$ cat src/rtl/accel_frame_sequencer.sv
// Frame sequencer for an SPI accelerometer: one configuration write after reset,
// then periodic 5-byte read frames whose X/Y/Z bytes are published atomically.
module accel_frame_sequencer #(
    parameter int unsigned byte_delay    = 4,
    parameter int unsigned cs_setup      = 2,
    parameter int unsigned cs_gap        = 8,
    parameter int unsigned sample_period = 1000,
    parameter logic [7:0]  cmd_write     = 8'h0A,
    parameter logic [7:0]  cmd_read      = 8'h0B,
    parameter logic [7:0]  cfg_addr      = 8'h2D,
    parameter logic [7:0]  cfg_data      = 8'h02,
    parameter logic [7:0]  data_addr     = 8'h08
) (
    input  logic       i_clk,
    input  logic       i_rst,
    input  logic       i_enable,
    output logic       o_cs_n,
    output logic       o_tx_start,
    output logic [7:0] o_tx_byte,
    input  logic       i_tx_done,
    input  logic [7:0] i_rx_byte,
    output logic       o_busy,
    output logic       o_cfg_done,
    output logic [7:0] xSense,
    output logic [7:0] ySense,
    output logic [7:0] zSense,
    output logic       o_sample_valid
);
    localparam int SW = (cs_setup > 1) ? $clog2(cs_setup) : 1;
    localparam int DW = (byte_delay > 1) ? $clog2(byte_delay) : 1;
    localparam int PW = $clog2(sample_period + 1);
    localparam logic [SW-1:0] SETUP_LAST = SW'(cs_setup - 1);
    localparam logic [DW-1:0] DELAY_LAST = (byte_delay == 0) ? '0 : DW'(byte_delay - 1);
    localparam logic [PW-1:0] GAP_LEN    = PW'(cs_gap);
    localparam logic [PW-1:0] PERIOD     = PW'(sample_period);

    typedef enum logic [2:0] {
        CFG_SETUP, SETUP, SEND, WAIT_DONE, DELAY, GAP, IDLE
    } state_t;

    state_t          state_reg, state_next;
    logic            cs_n_reg, cs_n_next;
    logic            read_reg, read_next;
    logic [2:0]      idx_reg, idx_next;
    logic [SW-1:0]   setup_cnt_reg, setup_cnt_next;
    logic [DW-1:0]   dly_cnt_reg, dly_cnt_next;
    logic [PW-1:0]   per_cnt_reg, per_cnt_next;
    logic            cfg_done_reg, cfg_done_next;
    logic            valid_reg;
    logic            capture, frame_end, start_read, period_up;
    logic [2:0]      last_idx;
    logic [7:0]      cur_byte;
    logic [23:0]     sense_bus;

    assign last_idx  = read_reg ? 3'd4 : 3'd2;
    assign period_up = (per_cnt_reg >= PERIOD) && i_enable;

    always_comb begin
        cur_byte = 8'h00;
        if (read_reg) begin
            case (idx_reg)
                3'd0:    cur_byte = cmd_read;
                3'd1:    cur_byte = data_addr;
                default: cur_byte = 8'h00;
            endcase
        end else begin
            case (idx_reg)
                3'd0:    cur_byte = cmd_write;
                3'd1:    cur_byte = cfg_addr;
                3'd2:    cur_byte = cfg_data;
                default: cur_byte = 8'h00;
            endcase
        end
    end

    always_ff @(posedge i_clk or negedge i_rst) begin
        if (!i_rst) begin
            state_reg     <= CFG_SETUP;
            cs_n_reg      <= 1'b1;
            read_reg      <= 1'b0;
            idx_reg       <= '0;
            setup_cnt_reg <= '0;
            dly_cnt_reg   <= '0;
            per_cnt_reg   <= '0;
            cfg_done_reg  <= 1'b0;
            valid_reg     <= 1'b0;
        end else begin
            state_reg     <= state_next;
            cs_n_reg      <= cs_n_next;
            read_reg      <= read_next;
            idx_reg       <= idx_next;
            setup_cnt_reg <= setup_cnt_next;
            dly_cnt_reg   <= dly_cnt_next;
            per_cnt_reg   <= per_cnt_next;
            cfg_done_reg  <= cfg_done_next;
            valid_reg     <= frame_end && read_reg;
        end
    end

    always_comb begin
        state_next     = state_reg;
        cs_n_next      = cs_n_reg;
        read_next      = read_reg;
        idx_next       = idx_reg;
        setup_cnt_next = setup_cnt_reg;
        dly_cnt_next   = dly_cnt_reg;
        per_cnt_next   = (per_cnt_reg < PERIOD) ? per_cnt_reg + 1'b1 : per_cnt_reg;
        cfg_done_next  = cfg_done_reg;
        capture        = 1'b0;
        frame_end      = 1'b0;
        start_read     = 1'b0;
        unique case (state_reg)
            // Setup time is counted only once CS is actually low, so the
            // post-reset cycle that drops CS is not part of it.
            CFG_SETUP, SETUP: begin
                cs_n_next = 1'b0;
                if (!cs_n_reg) begin
                    if (setup_cnt_reg == SETUP_LAST) begin
                        setup_cnt_next = '0;
                        state_next     = SEND;
                    end else begin
                        setup_cnt_next = setup_cnt_reg + 1'b1;
                    end
                end
            end
            SEND: state_next = WAIT_DONE;
            WAIT_DONE: begin
                if (i_tx_done) begin
                    capture      = read_reg && (idx_reg >= 3'd2);
                    dly_cnt_next = '0;
                    state_next   = DELAY;
                end
            end
            DELAY: begin
                if (dly_cnt_reg == DELAY_LAST) begin
                    if (idx_reg == last_idx) begin
                        frame_end    = 1'b1;
                        cs_n_next    = 1'b1;
                        idx_next     = '0;
                        per_cnt_next = PW'(1);
                        if (!read_reg) cfg_done_next = 1'b1;
                        state_next   = GAP;
                    end else begin
                        idx_next   = idx_reg + 1'b1;
                        state_next = SEND;
                    end
                end else begin
                    dly_cnt_next = dly_cnt_reg + 1'b1;
                end
            end
            // GAP may hand straight to SETUP when sample_period equals cs_gap.
            GAP: begin
                if (per_cnt_reg >= GAP_LEN) begin
                    if (period_up) start_read = 1'b1;
                    else           state_next = IDLE;
                end
            end
            IDLE:    if (period_up) start_read = 1'b1;
            default: state_next = CFG_SETUP;
        endcase
        if (start_read) begin
            state_next     = SETUP;
            cs_n_next      = 1'b0;
            read_next      = 1'b1;
            setup_cnt_next = '0;
        end
    end

    // Shadows fill during the frame; published outputs change only at CS release.
    generate
        for (genvar gi = 0; gi < 3; gi++) begin : g_axis
            logic [7:0] shadow_reg;
            logic [7:0] sense_reg;
            always_ff @(posedge i_clk or negedge i_rst) begin
                if (!i_rst) begin
                    shadow_reg <= '0;
                    sense_reg  <= '0;
                end else begin
                    if (capture && (idx_reg == 3'(gi + 2))) shadow_reg <= i_rx_byte;
                    if (frame_end && read_reg)              sense_reg  <= shadow_reg;
                end
            end
            assign sense_bus[8*gi +: 8] = sense_reg;
        end
    endgenerate

    assign o_cs_n         = cs_n_reg;
    assign o_busy         = ~cs_n_reg;
    assign o_tx_start     = (state_reg == SEND);
    assign o_tx_byte      = ((state_reg == SEND) || (state_reg == WAIT_DONE)) ? cur_byte : 8'h00;
    assign o_cfg_done     = cfg_done_reg;
    assign o_sample_valid = valid_reg;
    assign xSense         = sense_bus[7:0];
    assign ySense         = sense_bus[15:8];
    assign zSense         = sense_bus[23:16];
endmodule

$ cat config.mk
export PLATFORM = sky130hd
export DESIGN_NAME = accel_frame_sequencer
export DESIGN_NICKNAME = d
export VERILOG_FILES = /design/src/rtl/accel_frame_sequencer.sv
export SDC_FILE = /design/constraint.sdc
export NUM_CORES = 1
export LEC_CHECK = 0
export ABC_CLOCK_PERIOD_IN_PS = 2790
export BUFFER_PORTS_ARGS = -buffer_cell sky130_fd_sc_hd__buf_2
export CAP_MARGIN = 20
export CORE_UTILIZATION = 50
export CTS_CLUSTER_DIAMETER = 50
export DETAILED_ROUTE_END_ITERATION = 6
export GPL_ROUTABILITY_DRIVEN = 0
export PLACE_DENSITY_LB_ADDON = 0.3
export SLEW_MARGIN = 20
export SYNTH_ARGS = -nofsm -noshare
export SYNTH_HDL_FRONTEND = slang
export SYNTH_SLANG_ARGS = --single-unit
$ cat constraint.sdc
create_clock -name i_clk -period 2.79 [get_ports i_clk]
set_input_delay 0.558 -clock i_clk [delete_from_list [all_inputs] [get_ports i_clk]]
set_output_delay 0.558 -clock i_clk [all_outputs]
set_load 0.05 [all_outputs]
==> results of run 1 <==
==> per-layer routing <==
metal / global-route usage, % / part of all wire, % / routed length (um)
met1: 24.8 / 49 / 2750
met2: 27.3 / 46 / 2590
met3: 5.07 / 3.0 / 167
met4: 7.52 / 1.6 / 89
met5: 0 / 0 / 0
==> worst register-to-register path, stage by stage, from the launching register on <==
cell,delay (ns)
dfrtp_1,0.60
nor3b_2,0.30
nand2_1,0.20
nor2_4,0.31
nand2_4,0.31
mux2_4,0.40
==> cell type report <==
cell class	instances	area [um2]	share of cell area [%]
Sequential cell	71	1780	47.6
Clock buffer	11	141	3.79
Inverter	11	41.3	1.11
Clock inverter	5	57.6	1.54
Timing Repair Buffer	46	233	6.23
Tap cell	77	96.3	2.58
Multi-Input combinational cell	167	1390	37.1
==> final timing paths <==
| kind | end | depth (start not counted) | slack [ns] | start |
|---|---|---|---|---|
| worst min-delay path | dly_cnt_reg[1] | 2 | 0.41 | i_rst |
| worst min register to register | o_cfg_done | 1 | 0.48 | o_cfg_done |
| worst max register to register | zSense[7] | 5 | 0.56 | state_reg[2] |
| min in group i_clk | g_axis[0].shadow_reg[2] | 2 | 0.46 | i_rx_byte[2] |
| worst max-delay path | o_tx_byte[5] | 5 | 0.53 | state_reg[1] |
| max in group asynchronous | g_axis[1].shadow_reg[6] | 2 | 1.81 | i_rst |
==> cells by family (layout without fill, tap and decap cells) <==
| logic type | count (synthesis) | count (layout) | synth area share [%] |
|---|---|---|---|
| simple gates | 70 | 70 | 10.8 |
| fa+ha+maj | 8 | 8 | 3.03 |
| flops | 71 | 71 | 53.8 |
| compound gates | 28 | 28 | 6.48 |
| xor+xnor | 7 | 7 | 1.86 |
| mux | 51 | 51 | 19.4 |
| buf+inv | 24 | 73 | 4.40 |
| other cells | 1 | 3 | 0.114 |
==> cells in the final DEF, fill, tap and decap left out, types with 8 or more instances in the layout <==
master | Yosys | routed
dfrtp_1 | 70 | 70
buf_2 | 3 | 45
mux2_2 | 26 | 26
nand2_1 | 23 | 23
nor2_1 | 21 | 21
mux2_4 | 19 | 19
inv_1 | 10 | 10
clkbuf_8 | 0 | 10
ha_1 | 8 | 8
==> report_power, final <==
| part | switching [mW] | total, mW | internal (mW) |
|---|---|---|---|
| registers | 0.0902 | 1.16 | 1.07 |
| clock network | 0.374 | 0.812 | 0.438 |
| logic | 0.310 | 0.473 | 0.163 |
| total | 0.775 | 2.44 | 1.67 |
==> through the flow <==
stage / utilization [%] / hold WS, ns / power (mW) / cell area, um2 / setup slack (ns)
after detailed placement: 55.7 / 0.461 / 1.65 / 3530 / 0.554
final: 58.8 / 0.406 / 2.44 / 3730 / 0.525
after CTS: 58.8 / 0.442 / 2.47 / 3730 / 0.499
after global placement: 55.7 / 0.451 / 1.65 / 3530 / 0.634
after global routing: 58.8 / 0.459 / 2.57 / 3730 / 0.403
after floorplan: - / 0.262 / 1.56 / 3310 / 0.386
==> results list, run 1 <==
- The H-tree generated during clock tree synthesis spans 3 levels.
* Setup repair bufs after CTS: 0
- The first TritonRoute pass finished after 4 iterations.
- The die is 83.3 um wide.
- The die covers 6930 um2.
- Data arrives at the worst endpoint at 1.71 ns.
* Number of distinct standard cells referenced by the synthesized netlist: 50
- The number of gates resized after CTS was 0.
- Cell area after synthesis: 3300 um2
* Kind of end point of the critical path: primary output
- The initial utilization of the core area, before any placement, comes to 52.0%.
* IR drop worst, VDD: 0.000428 V
- Traced cell by cell, the critical path runs through inv_2 > nor2_4 > nand2_2 > nor2_1 > buf_2.
- Top cells by area, synth: dfrtp_1, mux2_2, mux2_4, ha_1, nand2_1
* Clock tree from TritonCTS: built
- Clock root buffer: clkbuf_8
* Inserted Clock Buffers: 9
- In this run the worst hold path is classified as input pin to asynchronous set/reset pin.
- Largest incremental delay on the critical path: 0.58 ns
- The count of cells in the finished layout, fillers not included, comes to 388.
* Largest area contributor in the synthesized netlist: dfrtp_1
- The worst path uses 81.2% of the clock period.
- Global-route wire length before repair: 9790 um
* Diodes inserted: 0
* Setup Viol. Count Final: 0
- For this run, the register share of the synthesized area comes to 53.8%.
* Number of sinks handled by clock tree synthesis: 71
- In the synthesized netlist, the number of instances is 260.
* Actual slew at the worst max-slew pin: 0.863 ns
- Final number of hold-violating endpoints: 0
- For the final database, setup skew stands at 0.00722 ns.
- Data required, critical path: 2.23 ns
- After synthesis, the most frequently instantiated cells are dfrtp_1, mux2_2, nand2_1, nor2_1, mux2_4.
* Count of state elements after synthesis: 71
* Power density over cell area: 655 nW/um2
- Kind of start point of the critical path: flop
- Entering global routing, the biggest net connects 72 pins.
- Clock-pin transition on the worst setup and hold timing paths: 0.07 ns
* Ratio of cells with drive above 1 in the final layout: 38.3%
- Counting both buffers and inverters, the worst setup path holds a total of 2.
- In this run the count of I/O pins placed on the die edge is 49.
- Post-CTS Hold Fix Bufs: 0
- The average instance in the mapped netlist occupies 12.7 um2.
- Critical path start-end classification: flop to primary output
- Max-slew headroom at the worst pin: 42.5%
* Std-Cell Core Area: 6350 um2
- The count of nets left with antenna violations once routing finished came out at 0.
- Via count of the first global-routing pass: 2028
- After synthesis, the share of flip-flops with an asynchronous set or reset is 100%.
* # fillers: 493
* Max-Cap Viols: 0
- Die Ht: 83.3 um
* Crit-path leading delay family: flip-flops
* Number of DRC violations after detailed-routing iteration 0: 72
* Detailed-route via count: 2012
- The routed design has 5590 um of wire.
* FMAX: 442 MHz
* Rows: 29
- Setup repair after global routing left no endpoint under its margin.
- Placed wire-length estimate after detailed placement: 3830 um
- Along the worst path, the maximum fanout reaches 12.
- Clock latency on the worst-skew pair, taken at its later pin, is 0.33 ns.
* Status: finished, final reports clean
- Input/output buffers: 45
- The number of max-slew violations in the final report came to 0.
* Post-detailed-route wirelength per cell: 14.4 um
* Antenna violations before repair: 0
* Cell with the biggest individual delay on the critical path: dfrtp_1
- Via count normalized by instance count: 5.19
- Most numerous cell in the Yosys netlist: dfrtp_1
- Total Nets Final: 326
* Overall track demand over capacity in global routing: 18.1%
* Largest buffer count on any clock path: 2
- The worst path in the final design needs a cycle of 2.26 ns, including I/O delays and setup.
* DRC violation count after routing: 0
- Global routing finished with a remaining overflow of 0.
- After synthesis, the largest area contributor takes up 53.1% of total cell area.
- Number of synthesized flops with an enable pin: 0
* Number of flip-flops in the largest register: 24
- Primary FF master, synth: dfrtp_1
- In this run, placement finished with an instance count of 372.
- Synthesis Warnings: 0
- Summed over all failing endpoints, the final setup total negative slack is 0 ns.
- Static leakage: 2.00 nW
- Area growth from synthesis to layout: 13.1%
(Power assumes the default switching activity.)
==> run 2: changes to the inputs <==
--- a/config.mk
+++ b/config.mk
@@ -5,7 +5,7 @@
 export SDC_FILE = /design/constraint.sdc
 export NUM_CORES = 1
 export LEC_CHECK = 0
-export ABC_CLOCK_PERIOD_IN_PS = 2790
+export ABC_CLOCK_PERIOD_IN_PS = 1900
 export BUFFER_PORTS_ARGS = -buffer_cell sky130_fd_sc_hd__buf_2
 export CAP_MARGIN = 20
 export CORE_UTILIZATION = 50
==> constraint.sdc (replaced) <==
create_clock -name i_clk -period 1.9 [get_ports i_clk]
set_input_delay 0.38 -clock i_clk [delete_from_list [all_inputs] [get_ports i_clk]]
set_output_delay 0.38 -clock i_clk [all_outputs]
set_load 0.05 [all_outputs]
==> results list, run 2 (synthesis gave the netlist of run 1 again) <==
- Launch instance of the worst register-to-register path: state_reg[1]
- Of the cells placed in the final design, the portion with a size suffix greater than 1 is 47.2%.
* Final number of hold-violating endpoints: 0
- For this design the static power due to leakage is 2.20 nW.
- Min-delay src: i_rx_byte[2]
- The number of max-slew violations in the final report came to 0.
* Cell count after placement: 392
- Across the run, the number of max-cap violations was 0.
- Post-detailed-route wirelength per cell: 15.6 um
- IR drop worst, VDD: 0.000931 V
- Fin cells: 418
* CP max FO: 5
- The total area inside the core boundary comes to 6350 um2.
* Via count of the first global-routing pass: 2190
- Kind of start point of the critical path: flop
- The sequential cells in the finished layout cover a total of 1780 um2.
- Once the floorplan was initialized, standard cells occupied 52.0% of the core.
- Final standard cell utilization of the core: 65.3%
- Total area of multi-input combinational cells: 1450 um2
* Input/output buffers: 45
* Clock-pin transition on the worst setup and hold timing paths: 0.08 ns
- The worst path needs 1.86 ns of the cycle, external delays included.
- The register with the most flip-flops in the layout has 24 of them.
- Largest net degree at the start of global routing: 26
- Prior to clock tree synthesis, the placed netlist has a worst setup slack of 0.0762 ns.
- Data required, critical path: 1.52 ns
* Endpoint of the worst hold-timing path: g_axis[0].shadow_reg[2]
- Number of sinks handled by clock tree synthesis: 71
- Fin Setup TNS: 0 ns
* Clock tree from TritonCTS: built
- Compared with the post-synthesis result, the final layout area differs by 25.6%.
- Global routing finished with a remaining overflow of 0.
* H-tree Lvls: 3
- Via count normalized by instance count: 5.24
* Setup Viol. Count Final: 0
- For the worst setup path, the data arrival time is 1.48 ns.
- CP dominant cell by count: buf_6
- Total Nets Final: 356
- Total power for the finished layout comes to 3.99 mW.
* Status: finished, final reports clean
* Final worst-path cycle share: 97.8%
- No sink is reached through more buffers than the 2 on the longest clock path.
* Boundary pin count: 49
- Most frequent cells in the layout: dfrtp_1, buf_2, mux2_2
- The min-delay analysis places its worst path in the category input pin to flop.
* Power density over cell area: 962 nW/um2
* Global-route wire length before repair: 10500 um
- The endpoint identified for the worst register-to-register timing path is zSense[3].
- Most common library cell in the layout ignoring fill and taps: dfrtp_1
- In this run the remaining antenna-violating nets after routing total 0.
- Number of DRC violations after detailed-routing iteration 0: 106
* Diodes inserted: 0
- The number of cells on the worst reg-to-reg path is 7.
- Before antenna repair, the detailed router went through 4 iterations.
- In the post-route analysis, the smallest setup slack over all paths is 0.0426 ns.
- The final route contains 2189 vias.
* Worst Skew: 0.00931 ns
- List of cells traversed by the critical path: buf_6 > inv_4 > ha_4 > nand2_4 > a21oi_2 > buf_6
* Placed wire-length estimate after detailed placement: 4520 um
* Total Wirelength: 6530 um
- Register-to-register path setup slack: 0.07 ns
* FMAX: 538 MHz
- The worst setup path is of the flop to primary output kind.
- On the critical path, the stage with the largest delay is an instance of dfrtp_1.
- The number of antenna violations at the first check in global routing came to 0.
- For the worst-skew pair, the clock arrives at the later sink with an insertion delay of 0.34 ns.
- Area of the die: 6930 um2
- The die is 83.3 um tall.
- DRC violation count after routing: 0
- Largest incremental delay on the critical path: 0.40 ns
- Rows: 29
* Die width: 83.3 um
* # fillers: 459
- Clock root buffer: clkbuf_8
* Overall track demand over capacity in global routing: 19.4%
- The worst setup path is captured at a primary output.
- Count of cells along the worst hold path: 2
- Buffers inserted during clock tree synthesis total 9.
## run 2: cell type report
type	count	share of cell area (%)
clock buffers	9	2.99
multi-input cells	167	35.0
flip-flops and latches	71	42.9
clock inverters	7	2.47
inverters	11	1.18
repair buffers	76	13.2
well taps	77	2.32
## run 2: where the power goes
| group | switching (mW) | internal (mW) | leakage, nW |
|---|---|---|---|
| registers | 0.0727 | 1.57 | 0.958 |
| clock network | 0.605 | 0.755 | 0.111 |
| logic | 0.595 | 0.389 | 1.13 |
| total | 1.27 | 2.72 | 2.20 |
## run 2: worst max path at each step
stage                  from                       to  slack [ns]  cells past startpoint
2_1_floorplan  state_reg[2]             o_tx_byte[5]       -0.07                      5
3_3_place_gp       read_reg                zSense[6]        0.12                      6
3_5_place_dp     idx_reg[0]  g_axis[0].shadow_reg[0]        0.08                      7
4_1_cts          idx_reg[0]             o_tx_byte[1]       0.008                      6
5_1_grt          idx_reg[1]             o_tx_byte[0]       -0.03                      6
6_report         idx_reg[1]             o_tx_byte[0]        0.04                      6
## run 2: critical path: cells and delay by family, from the launching register on
kind,cells,cell delay [ns]
buffers and inverters,3,0.39
AND/OR/NAND/NOR,1,0.06
AO/OA/AOI/OAI,1,0.15
adder cells (fa/ha/maj),1,0.14
flip-flops,1,0.40
## run 2: metal layers
| metal | part of all wire [%] | track usage, % |
|---|---|---|
| met5 | 0 | 0 |
| met4 | 1.7 | 7.68 |
| met3 | 2.9 | 3.38 |
| met2 | 49 | 31.4 |
| met1 | 47 | 26.0 |
## run 2: per-stage QoR
stage / cell area [um2] / hold WS [ns]
after global placement: 3740 / 0.345
after floorplan: 3320 / 0.0844
after detailed placement: 3740 / 0.346
after global routing: 4150 / 0.287
final: 4150 / 0.298
after CTS: 4070 / 0.282
## run 2: what timing repair did
action                     in CTS  in global routing
buffers inserted                1                  8
hold endpoints to repair       14                  0
hold buffers                    1                  0
pin swaps                       4                  4
gates resized for setup        23                  6
setup endpoints to repair       5                 14
==> run 3: changes to the inputs <==
--- a/config.mk
+++ b/config.mk
@@ -8,7 +8,7 @@
 export ABC_CLOCK_PERIOD_IN_PS = 1900
 export BUFFER_PORTS_ARGS = -buffer_cell sky130_fd_sc_hd__buf_2
 export CAP_MARGIN = 20
-export CORE_UTILIZATION = 50
+export CORE_UTILIZATION = 51
 export CTS_CLUSTER_DIAMETER = 50
 export DETAILED_ROUTE_END_ITERATION = 6
 export GPL_ROUTABILITY_DRIVEN = 0
==> results list, run 3 (synthesis gave the netlist of run 1 again) <==
- Status: finished, final reports clean
- The first detailed-routing pass took 4 iterations.
- In this run, the number of DRC markers left after iteration 0 of detailed routing was 83.
- Inserted Clock Buffers: 9
- Area of the die: 6800 um2
* Critical path start-end classification: flop to primary output
- Across all register-to-register paths, the minimum setup slack is 0.07 ns.
- STA puts the critical path data arrival time at 1.49 ns.
- Launch instance of the worst register-to-register path: idx_reg[0]
- The longest clock path from root to sink contains 2 buffers.
* Std-Cell Core Area: 6100 um2
- FMAX: 535 MHz
- The repair_antennas step left the layout with diodes totalling 0.
- Antenna violations before repair: 0
- Clock insertion delay at the later pin of the skew report: 0.35 ns
- Max-Cap Viols: 0
* Final count of pins violating max slew: 0
- Die width: 82.5 um
- The H-tree was split into 3 levels.
- The wire-length estimate of the detail-placed layout is 4250 um.
- In this run the critical register-to-register path is captured at ySense[2].
- STA classifies the critical path endpoint as a primary output.
* Fin Setup TNS: 0 ns
- Along the worst path, the maximum fanout reaches 4.
- After floorplanning, the core was divided into 28 placement rows.
- Total Nets Final: 345
- Number of flip-flops in the largest register: 24
- After layout, the minimum clock period comes to 1.87 ns.
- Dividing the detail-routed via count by the number of cells gives 5.30.
* Detailed-route via count: 2140
* Ratio of cells with drive above 1 in the final layout: 46.2%
- Initial core utilization: 54.2%
- Setup Viol. Count Final: 0
- For the final database, setup skew stands at 0.00807 ns.
* Post-detailed-route wirelength per cell: 15.3 um
- Clock-pin slew was measured on the worst setup and hold paths at 0.08 ns.
- Global-route wire length before repair: 10000 um
- Die Ht: 82.5 um
- Data on the critical path is required at its endpoint by 1.52 ns.
- Largest net degree at the start of global routing: 27
- In this run the tool buffered the top-level ports with 45 buffer cells.
- Final standard cell utilization of the core: 65.9%
- Most common library cell in the layout ignoring fill and taps: dfrtp_1
* Overall track demand over capacity in global routing: 20.3%
- Via count of the first global-routing pass: 2110
* Boundary pin count: 49
* Final worst-path cycle share: 98.3%
- Final number of hold-violating endpoints: 0
* IR drop worst, VDD: 0.000945 V
- Clock tree from TritonCTS: built
- Cell count after placement: 385
- Static leakage: 2.11 nW
- Number of sinks handled by clock tree synthesis: 71
* Actual slew at the worst max-slew pin: 0.602 ns
* Most frequent cells in the layout: dfrtp_1, buf_2, mux2_2
- STA classifies the critical path startpoint as a flop.
- Cell count of the worst reg-to-reg path: 7
- Summed over all layers, the routed wires come to 6170 um.
- Residual overflow from global routing: 0
- Post-CTS Hold Fix Bufs: 0
- Total power: 3.76 mW
- Fin cells: 404
- Setup slack after placement: 0.112 ns
* DRC violation count after routing: 0
* Class of the tightest hold or removal check: input pin to asynchronous set/reset pin
- The root buffer cell chosen for the clock tree is clkbuf_8.
* Remaining number of nets flagged by the antenna check after routing: 0
* Max-slew headroom at the worst pin: 59.9%
- Power density over cell area: 936 nW/um2
* Worst setup slack after layout: 0.0324 ns
* Area growth from synthesis to layout: 21.7%
-- run 3: cell types whose count changed in the layout (fill, tap and decap cells not counted), sizes merged --
cell and delta:
inv -2, buf -10, bufinv -1, clkinv +2
dlygate4sd3 -1
-- run 3: worst max path at each step --
| stage | start | end | slack (ns) | cells past startpoint |
|---|---|---|---|---|
| 3_3_place_gp | idx_reg[0] | xSense[3] | 0.17 | 6 |
| 5_1_grt | idx_reg[1] | o_tx_byte[0] | -0.03 | 6 |
| 6_report | idx_reg[1] | o_tx_byte[0] | 0.03 | 6 |
| 2_1_floorplan | state_reg[2] | o_tx_byte[5] | -0.07 | 5 |
| 3_5_place_dp | idx_reg[0] | xSense[2] | 0.11 | 6 |
| 4_1_cts | idx_reg[1] | o_tx_byte[0] | -0.03 | 6 |
-- run 3: critical path: stages (launching register included) --
cell and delay (ns):
dfrtp_1 0.40, buf_6 0.15, inv_6 0.06, ha_4 0.15
nand2_2 0.05, a21oi_2 0.15, buf_6 0.17
-- run 3: final cells by class --
cell class / instances / area [um2]
multi-input combinational: 167 / 1450
fill: 474 / 2080
tap: 75 / 93.8
clock buffer: 9 / 124
sequential: 71 / 1780
clock inverter: 6 / 61.3
timing repair buffer: 65 / 460
inverter: 11 / 48.8
-- run 3: through the flow --
stage               hold WS (ns)  area [um2]
finish                    0.0244        4020
global placement           0.411        3700
detailed placement         0.424        3700
global route              0.0653        4020
floorplan                 0.0844        3320
CTS                       0.0422        3940
-- run 3: power breakdown --
group	switching, mW	internal [mW]
Combinational	0.584	0.368
Clock	0.575	0.596
Sequential	0.0629	1.58
-- run 3: layer usage --
layer	track usage, %	vias up	part of all wire [%]
li1	-	1024	-
met1	26.7	1066	46
met2	31.1	38	48
met3	4.40	12	2.9
met4	11.8	0	2.3
met5	0	-	0
-- run 3: what timing repair did --
item,in CTS,in global routing
gates resized for setup,14,17
pin swaps,1,3
buffers inserted,2,2
setup endpoints to repair,5,5
